[src/rtl/util_fifo_rdpf_if.sv]
// util_fifo_rdpf_if: bundles the controller/RAM read side and the output stream.
// Ports: EmptyN, Read, RData (toward the FIFO controller and its RAM);
//        ODat, OVld, ORdy, OCnt (toward the consumer).
interface util_fifo_rdpf_if #(
  parameter int DW = 32,
  parameter int CW = 2
);
  logic          EmptyN;
  logic          Read;
  logic [DW-1:0] RData;
  logic [DW-1:0] ODat;
  logic          OVld;
  logic          ORdy;
  logic [CW-1:0] OCnt;

  // master: the prefetch stage itself
  modport master (
    input  EmptyN, RData, ORdy,
    output Read, ODat, OVld, OCnt
  );

  // slave: the surrounding controller/RAM/sink environment
  modport slave (
    output EmptyN, RData, ORdy,
    input  Read, ODat, OVld, OCnt
  );
endinterface

[src/rtl/util_fifo_rdpf.sv]
// util_fifo_rdpf: read-side prefetch turning FIFO EmptyN/Read + synchronous RAM data into a registered valid/ready stream.
// Latency: first word 2 cycles after EmptyN (3 with UTIL_FIFO_RDPF_RAMREG_EN); sustained 1 word/cycle.
// Backpressure: credit-based; Read only issues when buffered + in-flight words fit, so no RAM data is dropped.
// Ports: Clk, Rst (async, active-high); io.master carries EmptyN/Read/RData and ODat/OVld/ORdy/OCnt.
// Option: define UTIL_FIFO_RDPF_RAMREG_EN for a RAM with registered output (LAT=2, DEPTH=3).
module util_fifo_rdpf #(
  parameter int DW = 32,
  parameter int CW = 2
) (
  input  logic             Clk,
  input  logic             Rst,
  util_fifo_rdpf_if.master io
);

`ifdef UTIL_FIFO_RDPF_RAMREG_EN
  localparam int LAT = 2;
`else
  localparam int LAT = 1;
`endif
  localparam int DEPTH = LAT + 1;
  localparam int PW    = $clog2(DEPTH);
  localparam logic [CW:0] DEPTH_C = (CW+1)'(DEPTH);

  logic [DW-1:0] entry [DEPTH];
  logic [PW-1:0] head;
  logic [PW-1:0] tail;
  logic [CW-1:0] cnt;
  logic [LAT-1:0] inFl;     // one valid bit per outstanding RAM read
  logic [CW:0]   inFlCnt;
  logic [CW:0]   credit;
  logic [CW:0]   cntNext;
  logic          pop;
  logic          push;
  logic          rdEn;

  function automatic logic [PW-1:0] nextPtr(input logic [PW-1:0] p);
    return (p == PW'(DEPTH-1)) ? '0 : p + 1'b1;
  endfunction

  always_comb begin
    inFlCnt = '0;
    for (int i = 0; i < LAT; i++) begin
      inFlCnt = inFlCnt + {{CW{1'b0}}, inFl[i]};
    end
    pop     = (cnt != '0) & io.ORdy;
    push    = inFl[LAT-1];
    // A word leaving this cycle frees its slot for a read issued this cycle,
    // which is what keeps the stream gap-free (ORdy -> Read is combinational).
    credit  = {1'b0, cnt} + inFlCnt - {{CW{1'b0}}, pop};
    rdEn    = io.EmptyN & ~Rst & (credit < DEPTH_C);
    cntNext = {1'b0, cnt} + {{CW{1'b0}}, push} - {{CW{1'b0}}, pop};
  end

  assign io.Read = rdEn;
  assign io.OVld = (cnt != '0);
  assign io.ODat = entry[head];
  assign io.OCnt = cnt;

  always_ff @(posedge Clk or posedge Rst) begin
    if (Rst) begin
      head <= '0;
      tail <= '0;
      cnt  <= '0;
      inFl <= '0;
      for (int i = 0; i < DEPTH; i++) begin
        entry[i] <= '0;
      end
    end else begin
      if (push) begin
        entry[tail] <= io.RData;
        tail        <= nextPtr(tail);
      end
      if (pop) begin
        head <= nextPtr(head);
      end
      cnt     <= cntNext[CW-1:0];
      inFl[0] <= rdEn;
      for (int i = 1; i < LAT; i++) begin
        inFl[i] <= inFl[i-1];
      end
    end
  end

`ifndef SYNTHESIS
  a_cntBound: assert property (@(posedge Clk) disable iff (Rst) cntNext <= DEPTH_C);
`endif

endmodule

[src/flat_wrapper.sv]
// flat-port wrapper written by rule: the top's interface ports become plain ports
module util_fifo_rdpf_flat 
#(
  parameter int DW = 32,
  parameter int CW = 2
)
  (Clk, Rst, io_EmptyN, io_RData, io_ORdy, io_Read, io_ODat, io_OVld, io_OCnt);
  util_fifo_rdpf_if #(.DW(DW), .CW(CW)) io_i ();
  input  logic Clk;
  input  logic Rst;
  input wire logic [$bits(io_i.EmptyN)-1:0] io_EmptyN;
  input wire logic [$bits(io_i.RData)-1:0] io_RData;
  input wire logic [$bits(io_i.ORdy)-1:0] io_ORdy;
  output wire logic [$bits(io_i.Read)-1:0] io_Read;
  output wire logic [$bits(io_i.ODat)-1:0] io_ODat;
  output wire logic [$bits(io_i.OVld)-1:0] io_OVld;
  output wire logic [$bits(io_i.OCnt)-1:0] io_OCnt;
  assign io_i.EmptyN = io_EmptyN;
  assign io_i.RData = io_RData;
  assign io_i.ORdy = io_ORdy;
  assign io_Read = io_i.Read;
  assign io_ODat = io_i.ODat;
  assign io_OVld = io_i.OVld;
  assign io_OCnt = io_i.OCnt;
  util_fifo_rdpf #(.DW(DW), .CW(CW)) u_core (.Clk(Clk), .Rst(Rst), .io(io_i));
endmodule
[config.mk]
export PLATFORM = sky130hd
export DESIGN_NAME = util_fifo_rdpf_flat
export DESIGN_NICKNAME = d
export VERILOG_FILES = /design/src/rtl/util_fifo_rdpf_if.sv /design/src/rtl/util_fifo_rdpf.sv /design/src/flat_wrapper.sv
export SDC_FILE = /design/constraint.sdc
export NUM_CORES = 1
export LEC_CHECK = 0
export CAP_MARGIN = 40
export CORE_UTILIZATION = 45
export CTS_CLUSTER_SIZE = 16
export DETAILED_ROUTE_END_ITERATION = 8
export PLACE_DENSITY = 0.76
export SYNTH_ARGS = -nofsm -noshare
export SYNTH_HDL_FRONTEND = slang
export SYNTH_SLANG_ARGS = --single-unit
[constraint.sdc]
create_clock -name Clk -period 2 [get_ports Clk]
set_input_delay 0.2 -clock Clk [delete_from_list [all_inputs] [get_ports Clk]]
set_output_delay 0.2 -clock Clk [all_outputs]
set_load 0.03 [all_outputs]
==> results.json, run 1 <==
{
  "p_per_area_mw_per_mm2": 1790,
  "crit_path_start": "u_core.io.OCnt[0]",
  "reg2regPathDepth": 8,
  "cp_max_fo": 3,
  "hold_path_class": "in -> async",
  "clkTransAtPathRegs_ns": 0.06,
  "critPathCaptureType": "output pin",
  "skew_ns": 0.00704,
  "placed_cell_area_mm2": 0.00401,
  "die_h_um": 85.7,
  "cpPeakStageDelay_ns": 0.42,
  "cts_tree": "built",
  "die_w_um": 85.7,
  "dr_total_vias": 1790,
  "violations": "setup timing",
  "drt_first_iter_violations": 40,
  "utilization": 0.618,
  "netlist_area_mm2": 0.00315,
  "clkPwrFrac": 0.150,
  "overflow": 0,
  "viasPerCell": 4.79,
  "crit_path_top_delay_cell": "dfrtp_2",
  "synth_nets": 231,
  "switching_power_mw": 2.84,
  "start_util": 0.464,
  "yosys_warnings": 0,
  "critPathKind": "reg -> out",
  "seqPwrFrac": 0.327,
  "root_buffer": "clkbuf_8",
  "power.share.combinational": 0.523,
  "tightest_slew_ns": 0.324,
  "rsz0062_at_grt": "true",
  "finalHoldViolations": 0,
  "cts_buffers": 9,
  "synth_seq_area_share": 0.547,
  "crit_top_cell": "ha_4",
  "rows": 30,
  "grt_antenna_before_repair": 0,
  "fmax_mhz": 384,
  "syn_to_final_growth_pct": 33.2,
  "setup_tns_ns": -0.672,
  "diodes": 0,
  "nets": 313,
  "worstReg2RegStart": "u_core.io.OCnt[0]",
  "stdcell_area_mm2": 0.00420,
  "slew_viol_final": 0,
  "die-area_mm2": 0.00735,
  "core_mm2": 0.00679,
  "finalSetupViolCount": 2,
  "finalWorstSetupSlack_ns": -0.602,
  "switching_share": 0.377,
  "min_period_ns": 2.60,
  "place_hpwl_mm": 3.58,
  "drc": 0,
  "crit_chain": "o21a_1 > ha_4 > inv_2 > ha_4 > fa_2 > xnor2_2 > nor4b_4 > buf_4",
  "ys_ff_latch": 69,
  "synthDistinctLibCells": 17,
  "status": "finished with violations",
  "htree_num_levels": 3,
  "synth_area_per_cell_um2": 16.4,
  "critical_path_required_ns": 1.80,
  "insertion_delay_ns": 0.33,
  "io_buffers": 71,
  "grt_pass1_vias": 1953,
  "grt_first_pass_wirelength_mm": 9.54,
  "track_usage": 0.170,
  "io_pins": 72,
  "finalCritPeriodShare": 1.30,
  "vdd_ir_drop_max_mv": 1.01,
  "cp-start-kind": "register",
  "cts.path.max_buffers": 2,
  "place_congestion": 0.650,
  "p_leak_nw": 1.88,
  "first_pass_iters": 4,
  "worstPathArrival_ns": 2.40,
  "detail_route.wl_per_cell_um": 15.3,
  "wl_mm": 5.70,
  "slew_headroom": 0.783,
  "grt_max_degree": 52,
  "drive_gt1_frac": 0.360,
  "internal-power_mw": 4.69,
  "max_cap_viol_count": 0,
  "ant_nets": 0,
  "syn_inst": 192,
  "cts_sinks": 69
}
## critical path: cells and delay by family (launching register included)
family	cells	cell delay, ns
compound gates	1	0.24
xor+xnor	1	0.15
fa+ha+maj	3	0.76
buf+inv	2	0.23
flops	1	0.42
simple gates	1	0.27
## synthesized netlist by cell type
cell type / count / share of area
dfrtp_1: 69 / 0.55
mux2_2: 36 / 0.13
mux2_1: 30 / 0.11
mux2_4: 30 / 0.14
inv_1: 5 / 0.0060
buf_2: 4 / 0.0063
buf_12: 3 / 0.019
buf_4: 3 / 0.0071
ha_1: 2 / 0.0079
nand2_1: 2 / 0.0024
xor2_1: 2 / 0.0056
buf_6: 1 / 0.0036
fa_1: 1 / 0.0063
nor2b_1: 1 / 0.0020
nor4b_1: 1 / 0.0028
o21a_1: 1 / 0.0024
xnor2_1: 1 / 0.0028
## state kept, by name, summed over array words and instances (netlist names)
register        flops
u_core.entry       64
u_core.head         1
u_core.inFl         1
u_core.io.OCnt      2
u_core.tail         1
## per-layer routing
metal | vias up | share of wire | GRT usage
li1 | 835 | - | -
met5 | - | 0 | 0
met1 | 893 | 0.48 | 0.236
met4 | 0 | 0.013 | 0.0727
met3 | 9 | 0.064 | 0.0549
met2 | 53 | 0.44 | 0.247
## area by class of cell
class / instances / area [um^2]
tap: 96 / 120
sequential: 69 / 1730
clock inverter: 1 / 30.0
clock buffer: 14 / 163
multi-input combinational: 107 / 1350
inverter: 5 / 18.8
fill: 521 / 2590
timing repair buffer: 82 / 788
## final timing paths
check,endpoint,slack (ns)
worst max-delay path,io_Read,-0.60
worst min-delay path,u_core.inFl,0.34
worst max register to register,u_core.inFl,-0.07
worst min register to register,u_core.entry[21],0.49
max in group asynchronous,u_core.entry[33],1.43
min in group Clk,u_core.entry[21],0.49
## power groups by stage
stage	sequential, mW	clock (mW)	combinational [mW]
finish	2.46	1.13	3.93
global route	2.54	1.22	4.21
CTS	2.46	1.16	3.95
detailed placement	2.47	0	4.28
global placement	2.44	0	4.24
floorplan	2.41	0	2.97
## timing repair
action	4_1_cts	5_1_grt
pin swaps	1	2
gates cloned	0	0
resized for setup	32	3
setup endpoints to repair	33	2
hold buffers	0	0
buffers inserted	0	2
## cell usage in the layout (no fill, tap or decap)
master | Yosys | final
ha_4 | 0 | 2
o21a_1 | 1 | 1
nor2b_4 | 0 | 1
inv_2 | 0 | 2
mux2_2 | 36 | 36
xnor2_2 | 0 | 1
dfrtp_2 | 0 | 2
inv_1 | 5 | 3
mux2_1 | 30 | 30
xor2_1 | 2 | 2
buf_12 | 3 | 3
nor4b_4 | 0 | 1
buf_4 | 3 | 9
clkdlybuf4s50_1 | 0 | 38
clkbuf_8 | 0 | 11
bufinv_16 | 0 | 1
fa_2 | 0 | 1
nand2_1 | 2 | 2
clkbuf_1 | 0 | 3
mux2_4 | 30 | 30
dlygate4sd2_1 | 0 | 32
dfrtp_1 | 69 | 67
## cells by family (layout without fill, tap and decap cells)
group | count (synthesis) | in the layout | synth area share
multiplexers | 96 | 96 | 0.378
flip-flops | 69 | 69 | 0.547
buffers and inverters | 16 | 102 | 0.0420
AND/OR/NAND/NOR | 4 | 4 | 0.00714
adder cells (fa/ha/maj) | 3 | 3 | 0.0143
XOR/XNOR | 3 | 3 | 0.00833
AO/OA/AOI/OAI | 1 | 1 | 0.00238
## per-stage QoR
step	setup WS, ns	hold WS (ns)	instances	power (mW)
6_report	-0.602	0.337	374	7.52
5_1_grt	-0.676	0.368	374	7.98
3_5_place_dp	-0.417	0.477	357	6.75
4_1_cts	-0.619	0.325	372	7.56
2_1_floorplan	-0.381	0.311	192	5.38
3_3_place_gp	-0.372	0.467	357	6.68
Note: power is estimated with default switching activity, not from simulation.
==> run 2: changes to the inputs <==
- clock period: 2 -> 2.34 ns (I/O delays scaled with it)
==> run 2 against run 1 <==
The flow still finishes with violations (setup timing). Clock power decreased by 28%. Combinational power is 7.9% lower. Final cell count unchanged. Largest cell class unchanged. Highest routed layer unchanged.
==> results.json, run 2 (same netlist as run 1, synthesis figures left out) <==
{
  "n_fill_cell": 567,
  "finalWorstSetupSlack_ns": -0.317,
  "rows": 30,
  "place_hpwl_mm": 3.91,
  "diodes": 0,
  "largest_reg_flops": 64,
  "slew_headroom": 0.705,
  "violations": "setup timing",
  "drive_gt1_frac": 0.353,
  "overflow": 0,
  "holdWs_ns": 0.323,
  "die_h_um": 85.7,
  "core_mm2": 0.00679,
  "setup_tns_ns": -0.317,
  "fmax_mhz": 376,
  "critPathCaptureType": "output pin",
  "cp-start-kind": "register",
  "final_cell_mix": "clkdlybuf4s50_1 (70), dfrtp_1 (67), mux2_2 (36)",
  "cts_sinks": 69,
  "viasPerCell": 4.81,
  "grt_antenna_before_repair": 0,
  "root_buffer": "clkbuf_8",
  "finalHoldViolations": 0,
  "place_congestion": 0.663,
  "worstReg2RegStart": "u_core.io.OCnt[1]",
  "cp_max_fo": 2,
  "start_util": 0.464,
  "total_power_mw": 6.53,
  "min_period_ns": 2.66,
  "critical_path_required_ns": 2.11,
  "clkTransAtPathRegs_ns": 0.07,
  "cts_hold_buf": 0,
  "skew_ns": 0.0102,
  "tightest_slew_ns": 0.442,
  "hold_path_class": "in -> async",
  "regMostFlops": "u_core.entry",
  "p_per_area_mw_per_mm2": 1560,
  "vdd_ir_drop_max_mv": 0.861,
  "wl_mm": 5.75,
  "cts_buffers": 9,
  "grt_pass1_vias": 1924,
  "worstPathArrival_ns": 2.42,
  "die-area_mm2": 0.00735,
  "track_usage": 0.170,
  "htree_num_levels": 3,
  "cts.path.max_buffers": 2,
  "syn_to_final_growth_pct": 32.3,
  "slew_viol_final": 0,
  "grt_first_pass_wirelength_mm": 9.46,
  "cts_tree": "built",
  "insertion_delay_ns": 0.33,
  "finalSetupViolCount": 1,
  "max_cap_viol_count": 0,
  "nets": 313,
  "crit_path_start": "u_core.io.OCnt[1]",
  "detail_route.wl_per_cell_um": 15.4,
  "rsz0062_at_grt": "true",
  "drt_first_iter_violations": 35,
  "critPathKind": "reg -> out",
  "first_pass_iters": 3,
  "p_leak_nw": 1.80,
  "io_buffers": 71,
  "dr_total_vias": 1799,
  "grt_max_degree": 27,
  "status": "finished with violations",
  "io_pins": 72,
  "drc": 0,
  "final_common_cell": "clkdlybuf4s50_1",
  "ant_nets": 0,
  "die_w_um": 85.7,
  "finalCritPeriodShare": 1.14
}
-- run 2: cell types whose count changed in the layout (fill, tap and decap cells not counted), sizes merged --
cell / delta
clkinv: +2
clkbuf: -1
dlygate4sd2: -32
clkdlybuf4s50: +32
bufinv: -1
-- run 2: layout make-up --
type / instances / area [um^2] / area share
sequential: 69 / 1730 / 0.414
multi-input combinational: 107 / 1330 / 0.319
timing repair buffer: 82 / 816 / 0.196
clock buffer: 13 / 149 / 0.0357
tap: 96 / 120 / 0.0288
inverter: 5 / 18.8 / 0.00450
clock inverter: 2 / 10.0 / 0.00240
-- run 2: final timing paths --
| path | endpoint | slack (ns) | cells after the start |
|---|---|---|---|
| max reg2reg | u_core.inFl | 0.24 | 8 |
| max | io_Read | -0.32 | 8 |
| min | u_core.entry[58] | 0.32 | 2 |
| min in group Clk | u_core.entry[7] | 0.49 | 1 |
| min reg2reg | u_core.entry[7] | 0.49 | 1 |
| max in group asynchronous | u_core.entry[60] | 1.44 | 3 |
-- run 2: metal layers --
layer / track usage / share of wire / up-vias
met3: 0.0539 / 0.057 / 7
met5: 0 / 0 / -
met2: 0.247 / 0.45 / 52
met4: 0.0682 / 0.013 / 0
li1: - / - / 837
met1: 0.237 / 0.48 / 903
-- run 2: timing repair --
item / in CTS / in global routing
pin swaps: 1 / 1
buffers inserted: 0 / 1
endpoints found under the setup margin: 1 / 1
gates resized for setup: 0 / 0
-- run 2: worst max-delay path, cell delays in order, from the launching register on --
cell	delay, ns
dfrtp_2	0.40
o21a_1	0.21
ha_1	0.28
inv_1	0.04
ha_2	0.17
fa_2	0.35
xnor2_2	0.16
nor4b_4	0.29
buf_4	0.21
-- run 2: power breakdown --
| group | total (mW) | switching, mW | internal (mW) |
|---|---|---|---|
| Clock | 0.810 | 0.404 | 0.406 |
| Combinational | 3.62 | 1.70 | 1.92 |
| Sequential | 2.10 | 0.302 | 1.80 |
-- run 2: through the flow --
step,instances,cell area (um^2),utilization,setup slack [ns]
floorplan,192,3180,-,-0.0747
global placement,358,4010,0.590,-0.100
detailed placement,358,4010,0.590,-0.140
CTS,373,4170,0.613,-0.329
global route,374,4170,0.614,-0.392
finish,374,4170,0.614,-0.317
==> run 3: changes to the inputs <==
- CTS_CLUSTER_DIAMETER: default -> 200
==> results of run 3 <==
Final layout, timing and power as in run 2 (identical DEF).
